`src/rtl/hazard_stall_ctrl.sv`:
```
// hazard_stall_ctrl: ID-stage pipeline sequencer for the PC and the IF/ID register.
// Freezes the front end on load-use hazards and data-memory waits, flushes the
// IF/ID slot after taken branches/jumps, and keeps saturating stall/flush counters.
module hazard_stall_ctrl #(
  parameter int LOAD_STALL_CYC = 1,
  parameter int FLUSH_CYC      = 1,
  parameter int CNT_W          = 16
) (
  input  logic             clk,
  input  logic             rst,
  input  logic             idex_mem_read,
  input  logic [4:0]       idex_rt,
  input  logic [4:0]       ifid_rs,
  input  logic [4:0]       ifid_rt,
  input  logic             ifid_uses_rt,
  input  logic             branch_taken,
  input  logic             jump,
  input  logic             mem_busy,
  output logic             pc_write,
  output logic             ifid_hold,
  output logic             if_flush,
  output logic             idex_bubble,
  output logic [CNT_W-1:0] stall_cnt,
  output logic [CNT_W-1:0] flush_cnt
);

  typedef enum logic [1:0] {
    RUN   = 2'd0,
    STALL = 2'd1,
    FLUSH = 2'd2
  } state_e;

  // rem only ever holds (cycles - 1), so the wider of the two lengths sets its width
  localparam int MAX_CYC = (LOAD_STALL_CYC > FLUSH_CYC) ? LOAD_STALL_CYC : FLUSH_CYC;
  localparam int REM_W   = (MAX_CYC < 2) ? 1 : $clog2(MAX_CYC);
  localparam logic [REM_W-1:0] LOAD_REM  = REM_W'(LOAD_STALL_CYC - 1);
  localparam logic [REM_W-1:0] FLUSH_REM = REM_W'(FLUSH_CYC - 1);
  localparam logic [REM_W-1:0] REM_ONE   = REM_W'(1);
  localparam logic [CNT_W-1:0] CNT_MAX   = {CNT_W{1'b1}};
  localparam logic [CNT_W-1:0] CNT_ONE   = CNT_W'(1);

  state_e           state_q, state_d;
  logic [REM_W-1:0] rem_q, rem_d;
  logic [CNT_W-1:0] stall_cnt_q, stall_cnt_d;
  logic [CNT_W-1:0] flush_cnt_q, flush_cnt_d;
  logic             stall_inc;
  logic             flush_inc;
  logic             hazard;
  logic             redirect;

  assign hazard = idex_mem_read && (idex_rt != 5'd0) &&
                  ((idex_rt == ifid_rs) || (ifid_uses_rt && (idex_rt == ifid_rt)));
  assign redirect = branch_taken | jump;

  // Next-state and same-cycle control decode; reset and mem_busy override everything
  always_comb begin
    state_d     = state_q;
    rem_d       = rem_q;
    pc_write    = 1'b1;
    ifid_hold   = 1'b0;
    if_flush    = 1'b0;
    idex_bubble = 1'b0;
    stall_inc   = 1'b0;
    flush_inc   = 1'b0;
    if (rst) begin
      pc_write    = 1'b0;
      ifid_hold   = 1'b1;
      if_flush    = 1'b0;
      idex_bubble = 1'b1;
    end else if (mem_busy) begin
      // whole front end frozen; state and rem hold so the sequence resumes afterwards
      pc_write    = 1'b0;
      ifid_hold   = 1'b1;
      stall_inc   = 1'b1;
    end else begin
      case (state_q)
        RUN: begin
          if (hazard) begin
            // a redirect seen now is re-evaluated once the load has cleared
            pc_write    = 1'b0;
            ifid_hold   = 1'b1;
            idex_bubble = 1'b1;
            stall_inc   = 1'b1;
            if (LOAD_STALL_CYC > 1) begin
              state_d = STALL;
              rem_d   = LOAD_REM;
            end else begin
              state_d = RUN;
            end
          end else if (redirect) begin
            ifid_hold = 1'b1;
            if_flush  = 1'b1;
            flush_inc = 1'b1;
            if (FLUSH_CYC > 1) begin
              state_d = FLUSH;
              rem_d   = FLUSH_REM;
            end else begin
              state_d = RUN;
            end
          end else begin
            state_d = RUN;
          end
        end
        STALL: begin
          pc_write    = 1'b0;
          ifid_hold   = 1'b1;
          idex_bubble = 1'b1;
          stall_inc   = 1'b1;
          rem_d       = rem_q - REM_ONE;
          if (rem_q == REM_ONE) begin
            state_d = RUN;
          end else begin
            state_d = STALL;
          end
        end
        FLUSH: begin
          // the slot being flushed is squashed, so its branch/jump is not honoured
          ifid_hold = 1'b1;
          if_flush  = 1'b1;
          rem_d     = rem_q - REM_ONE;
          if (rem_q == REM_ONE) begin
            state_d = RUN;
          end else begin
            state_d = FLUSH;
          end
        end
        default: begin
          state_d = RUN;
          rem_d   = '0;
        end
      endcase
    end
  end

  // Saturating increment of the performance counters
  always_comb begin
    stall_cnt_d = stall_cnt_q;
    flush_cnt_d = flush_cnt_q;
    if (stall_inc && (stall_cnt_q != CNT_MAX)) begin
      stall_cnt_d = stall_cnt_q + CNT_ONE;
    end else begin
      stall_cnt_d = stall_cnt_q;
    end
    if (flush_inc && (flush_cnt_q != CNT_MAX)) begin
      flush_cnt_d = flush_cnt_q + CNT_ONE;
    end else begin
      flush_cnt_d = flush_cnt_q;
    end
  end

  // State, remaining-cycle and counter registers
  always_ff @(posedge clk or posedge rst) begin
    if (rst) begin
      state_q     <= RUN;
      rem_q       <= '0;
      stall_cnt_q <= '0;
      flush_cnt_q <= '0;
    end else begin
      state_q     <= state_d;
      rem_q       <= rem_d;
      stall_cnt_q <= stall_cnt_d;
      flush_cnt_q <= flush_cnt_d;
    end
  end

  assign stall_cnt = stall_cnt_q;
  assign flush_cnt = flush_cnt_q;

endmodule
```
`config.mk`:
```
export PLATFORM = sky130hd
export DESIGN_NAME = hazard_stall_ctrl
export DESIGN_NICKNAME = d
export VERILOG_FILES = /design/src/rtl/hazard_stall_ctrl.sv
export SDC_FILE = /design/constraint.sdc
export NUM_CORES = 1
export LEC_CHECK = 0
export CAP_MARGIN = 20
export CORE_ASPECT_RATIO = 0.8
export CORE_MARGIN = 3
export CORE_UTILIZATION = 44
export CTS_BUF_LIST = sky130_fd_sc_hd__clkbuf_8
export DETAILED_ROUTE_END_ITERATION = 12
export GPL_TIMING_DRIVEN = 0
export PLACE_DENSITY_LB_ADDON = 0.12
export SYNTH_ARGS = -nofsm -noshare
export SYNTH_HDL_FRONTEND = slang
export SYNTH_SLANG_ARGS = --single-unit
```
`constraint.sdc`:
```
create_clock -name clk -period 1.8 [get_ports clk]
set_input_delay 0.18 -clock clk [delete_from_list [all_inputs] [get_ports clk]]
set_output_delay 0.18 -clock clk [all_outputs]
set_load 0.005 [all_outputs]
```
==> reports/results.ini <==
[worst_setup_path]
crit_path_frequent_cell = buf_4
cp_max_fo = 3
cp-end-kind = flop
crit_chain = buf_8 -> or4_4 -> buf_4 -> o21ai_4 -> o21ai_1 -> buf_4 -> buf_4 -> buf_4 -> buf_4 -> nor2_2 -> xor2_1
crit_path_max_incr_delay_ns = 0.53
cp_slowest_cell = or4_4
worstSetupStartpointType = input port
worstPathArrival_ns = 2.06
cp.required_ns = 2.00
path_class = input port to flop

[sta]
hold_viol = 0
min_period_ns = 1.851
setup_viol = 5
tightest_slew_ns = 0.6404
timing.final.ws_setup_ns = -0.05133
maxSlewHeadroom_pct = 57.26
max_freq_mhz = 540.2
fin_skew_ns = 0.007898
rsz0062_at_grt = yes
finalCritPeriodShare_pct = 102.9
maxSlewViolCount = 0
hold_ws_ns = 0.09416

[pwr]
ir_drop_uv = 565.5
power_density_nw_per_um2 = 895.4
design_power_total_w = 0.002942
p_leak_nw = 1.439

[die]
die_x_um = 80.94
core_area_um2 = 4257
die_h_um = 65.96
initial_core_util_pct = 46.44
die_area_um2 = 5338
std_cell_rows = 21
ios = 58

[synthesis]
syn_nets = 225
synth-seq-cells = 35
synthCells = 197
async_reset_ff_share_pct = 100.0
synth_seq_area_share_pct = 44.30
ys_types = 37
avgSynthCellArea_um2 = 10.04
yosys_warnings = 0
synthesis.area_um2 = 1977
ys.flop_type = dfrtp_1
synth-edff-count = 0

[detailed_routing]
vias_per_cell = 5.266
drt_iter0_drc = 94
routed_wl_um = 5630
vias = 1901
first_pass_iters = 6
route.detailed.drc = 0
postRouteAntennaNets = 0
routedWlPerCell_um = 15.60

[clocking]
cts_tree = built
clockBufferDepth = 2
ctsRootBufferMaster = clkbuf_8
clk-insertion-delay-late_ns = 0.28
cts.reportedPaths.clkPinSlew_ns = 0.07
clkSinkCount = 35
numCtsBuffers = 5
ctsHoldBuffers = 0
ctsHtreeMaxLevel = 2

[finish]
nNetsFinal = 331
final_cells = 361
final_cell_area_um2 = 3286
multiInputGateArea_um2 = 1251
area_delta_synth_final_pct = 66.20
regArea_um2 = 880.8
drive_gt1_share_pct = 36.18
fillers = 284
antenna_cells = 0

[place]
dpl.hpwl_um = 3382
placed_cells = 312
place_congestion = 0.7863
numPortBuffers = 57
dpl_cell_area_um2 = 2674
pre_cts_slack_ns = -0.7225

[min_path]
hold_path_class = input port to async pin

[run_status]
violations = negative setup slack
status = finished with violations

[grt]
grt_pass1_wl_um = 8480
grt_max_degree = 23
antenna_found_initial = 0
grt_pass1_vias = 1818
grt_overflow_total = 0
track_usage_pct = 20.29

[job]
cap_violations = 0

==> cell usage in the layout (no fill, tap or decap), drive strengths merged <==
cell type / count
o211ai: 2
inv: 8
xnor2: 20
clkbuf: 9
dfrtp: 35
and3: 7
a32oi: 1
clkinv: 1
or4: 1
bufinv: 1
nand3: 20
mux2: 2
nand2b: 2
nand4: 6
or3: 2
o21a: 1
and4: 2
clkdlybuf4s50: 37
nor2b: 1
nor2: 15
o21ai: 6
nor3: 12
dlymetal6s2s: 1
clkdlybuf4s15: 2
a31oi: 1
o21bai: 1
buf: 54
o31ai: 2
dlygate4sd2: 7
nor4: 4
xor2: 20
ha: 6
a21oi: 1
or2: 2
a41oi: 1
nand2: 11
==> flip-flops by register name, summed over array words and instances, names as in the netlist <==
signal     cells
flush_cnt     16
stall_cnt     16
rem_q          1
state_q        2
==> path summary, 6_finish.rpt <==
| path | slack, ns | to | from | cells after the start |
|---|---|---|---|---|
| max | -0.05 | flush_cnt[12] | idex_rt[2] | 11 |
| min | 0.09 | state_q[0] | rst | 2 |
| max reg2reg | -0.04 | flush_cnt[12] | state_q[0] | 11 |
| min reg2reg | 0.50 | flush_cnt[7] | flush_cnt[7] | 1 |
| max in group asynchronous | 1.16 | flush_cnt[5] | rst | 3 |
| min in group clk | 0.43 | stall_cnt[10] | rst | 4 |
==> metal layers <==
layer	wire length (um)	vias up	global-route usage, %
li1	-	904	-
met1	2540	934	26.42
met2	2830	57	35.04
met3	224	6	4.087
met4	34	0	3.797
met5	0	-	0
==> stage by stage <==
step	setup TNS, ns	utilization, %
final	-0.09762	77.19
after floorplan	0	-
after global routing	-0.7996	77.19
after detailed placement	-16.38	62.82
after global placement	-21.22	62.17
after CTS	-0.007193	71.84
==> synthesized netlist by cell type, types with 2 or more instances <==
master | count | area, um2
and3_1 | 7 | 43.79
and4_1 | 2 | 17.52
clkbuf_1 | 2 | 7.510
dfrtp_1 | 35 | 875.8
ha_1 | 6 | 75.07
inv_1 | 8 | 30.03
mux2_1 | 2 | 22.52
nand2_1 | 11 | 41.29
nand2b_1 | 2 | 12.51
nand3_1 | 20 | 100.1
nand4_1 | 6 | 37.54
nor2_1 | 15 | 56.30
nor3_1 | 7 | 35.03
nor3_2 | 5 | 50.05
nor4_1 | 3 | 18.77
o21ai_0 | 4 | 20.02
o21ai_2 | 2 | 17.52
o31ai_1 | 2 | 15.01
or3_1 | 2 | 12.51
xnor2_1 | 20 | 175.2
xor2_1 | 20 | 175.2
==> cell type report <==
cell class                      count  share of cell area (%)
Clock inverter                      2                   1.066
Timing Repair Buffer               99                   27.08
Clock buffer                        6                   2.513
Buffer                              5                   1.371
Multi-Input combinational cell    149                   38.08
Sequential cell                    35                   26.81
Tap cell                           57                   2.171
Inverter                            8                  0.9139
==> cells by family (layout without fill, tap and decap cells) <==
group	Yosys count	count (layout)	synth area share (%)
buf+inv	13	120	3.101
xor+xnor	40	40	17.72
compound gates	16	16	6.266
flops	35	35	44.30
mux	2	2	1.139
simple gates	85	85	23.67
fa+ha+maj	6	6	3.797
==> worst max-delay path: cells and delay by family <==
family                    cells  cell delay (ns)
buffers and inverters         6             0.78
and+or+nand+nor               2             0.65
AOI/OAI and AO/OA             2             0.28
xor gates and xnor gates      1             0.17
==> what timing repair did <==
item,4_1_cts,5_1_grt
setup endpoints to repair,34,33
cloned,3,0
buffers inserted,26,16
pin swaps,21,22
resized for setup,76,36
==> report_power, final <==
group | switching (W) | internal (W) | leakage (nW)
logic | 0.000449 | 0.000657 | 0.928
registers | 0.000167 | 0.000938 | 0.449
clock network | 0.000283 | 0.000448 | 0.0612
total | 0.000898 | 0.00204 | 1.44
Power figures use the tool's default switching activity.
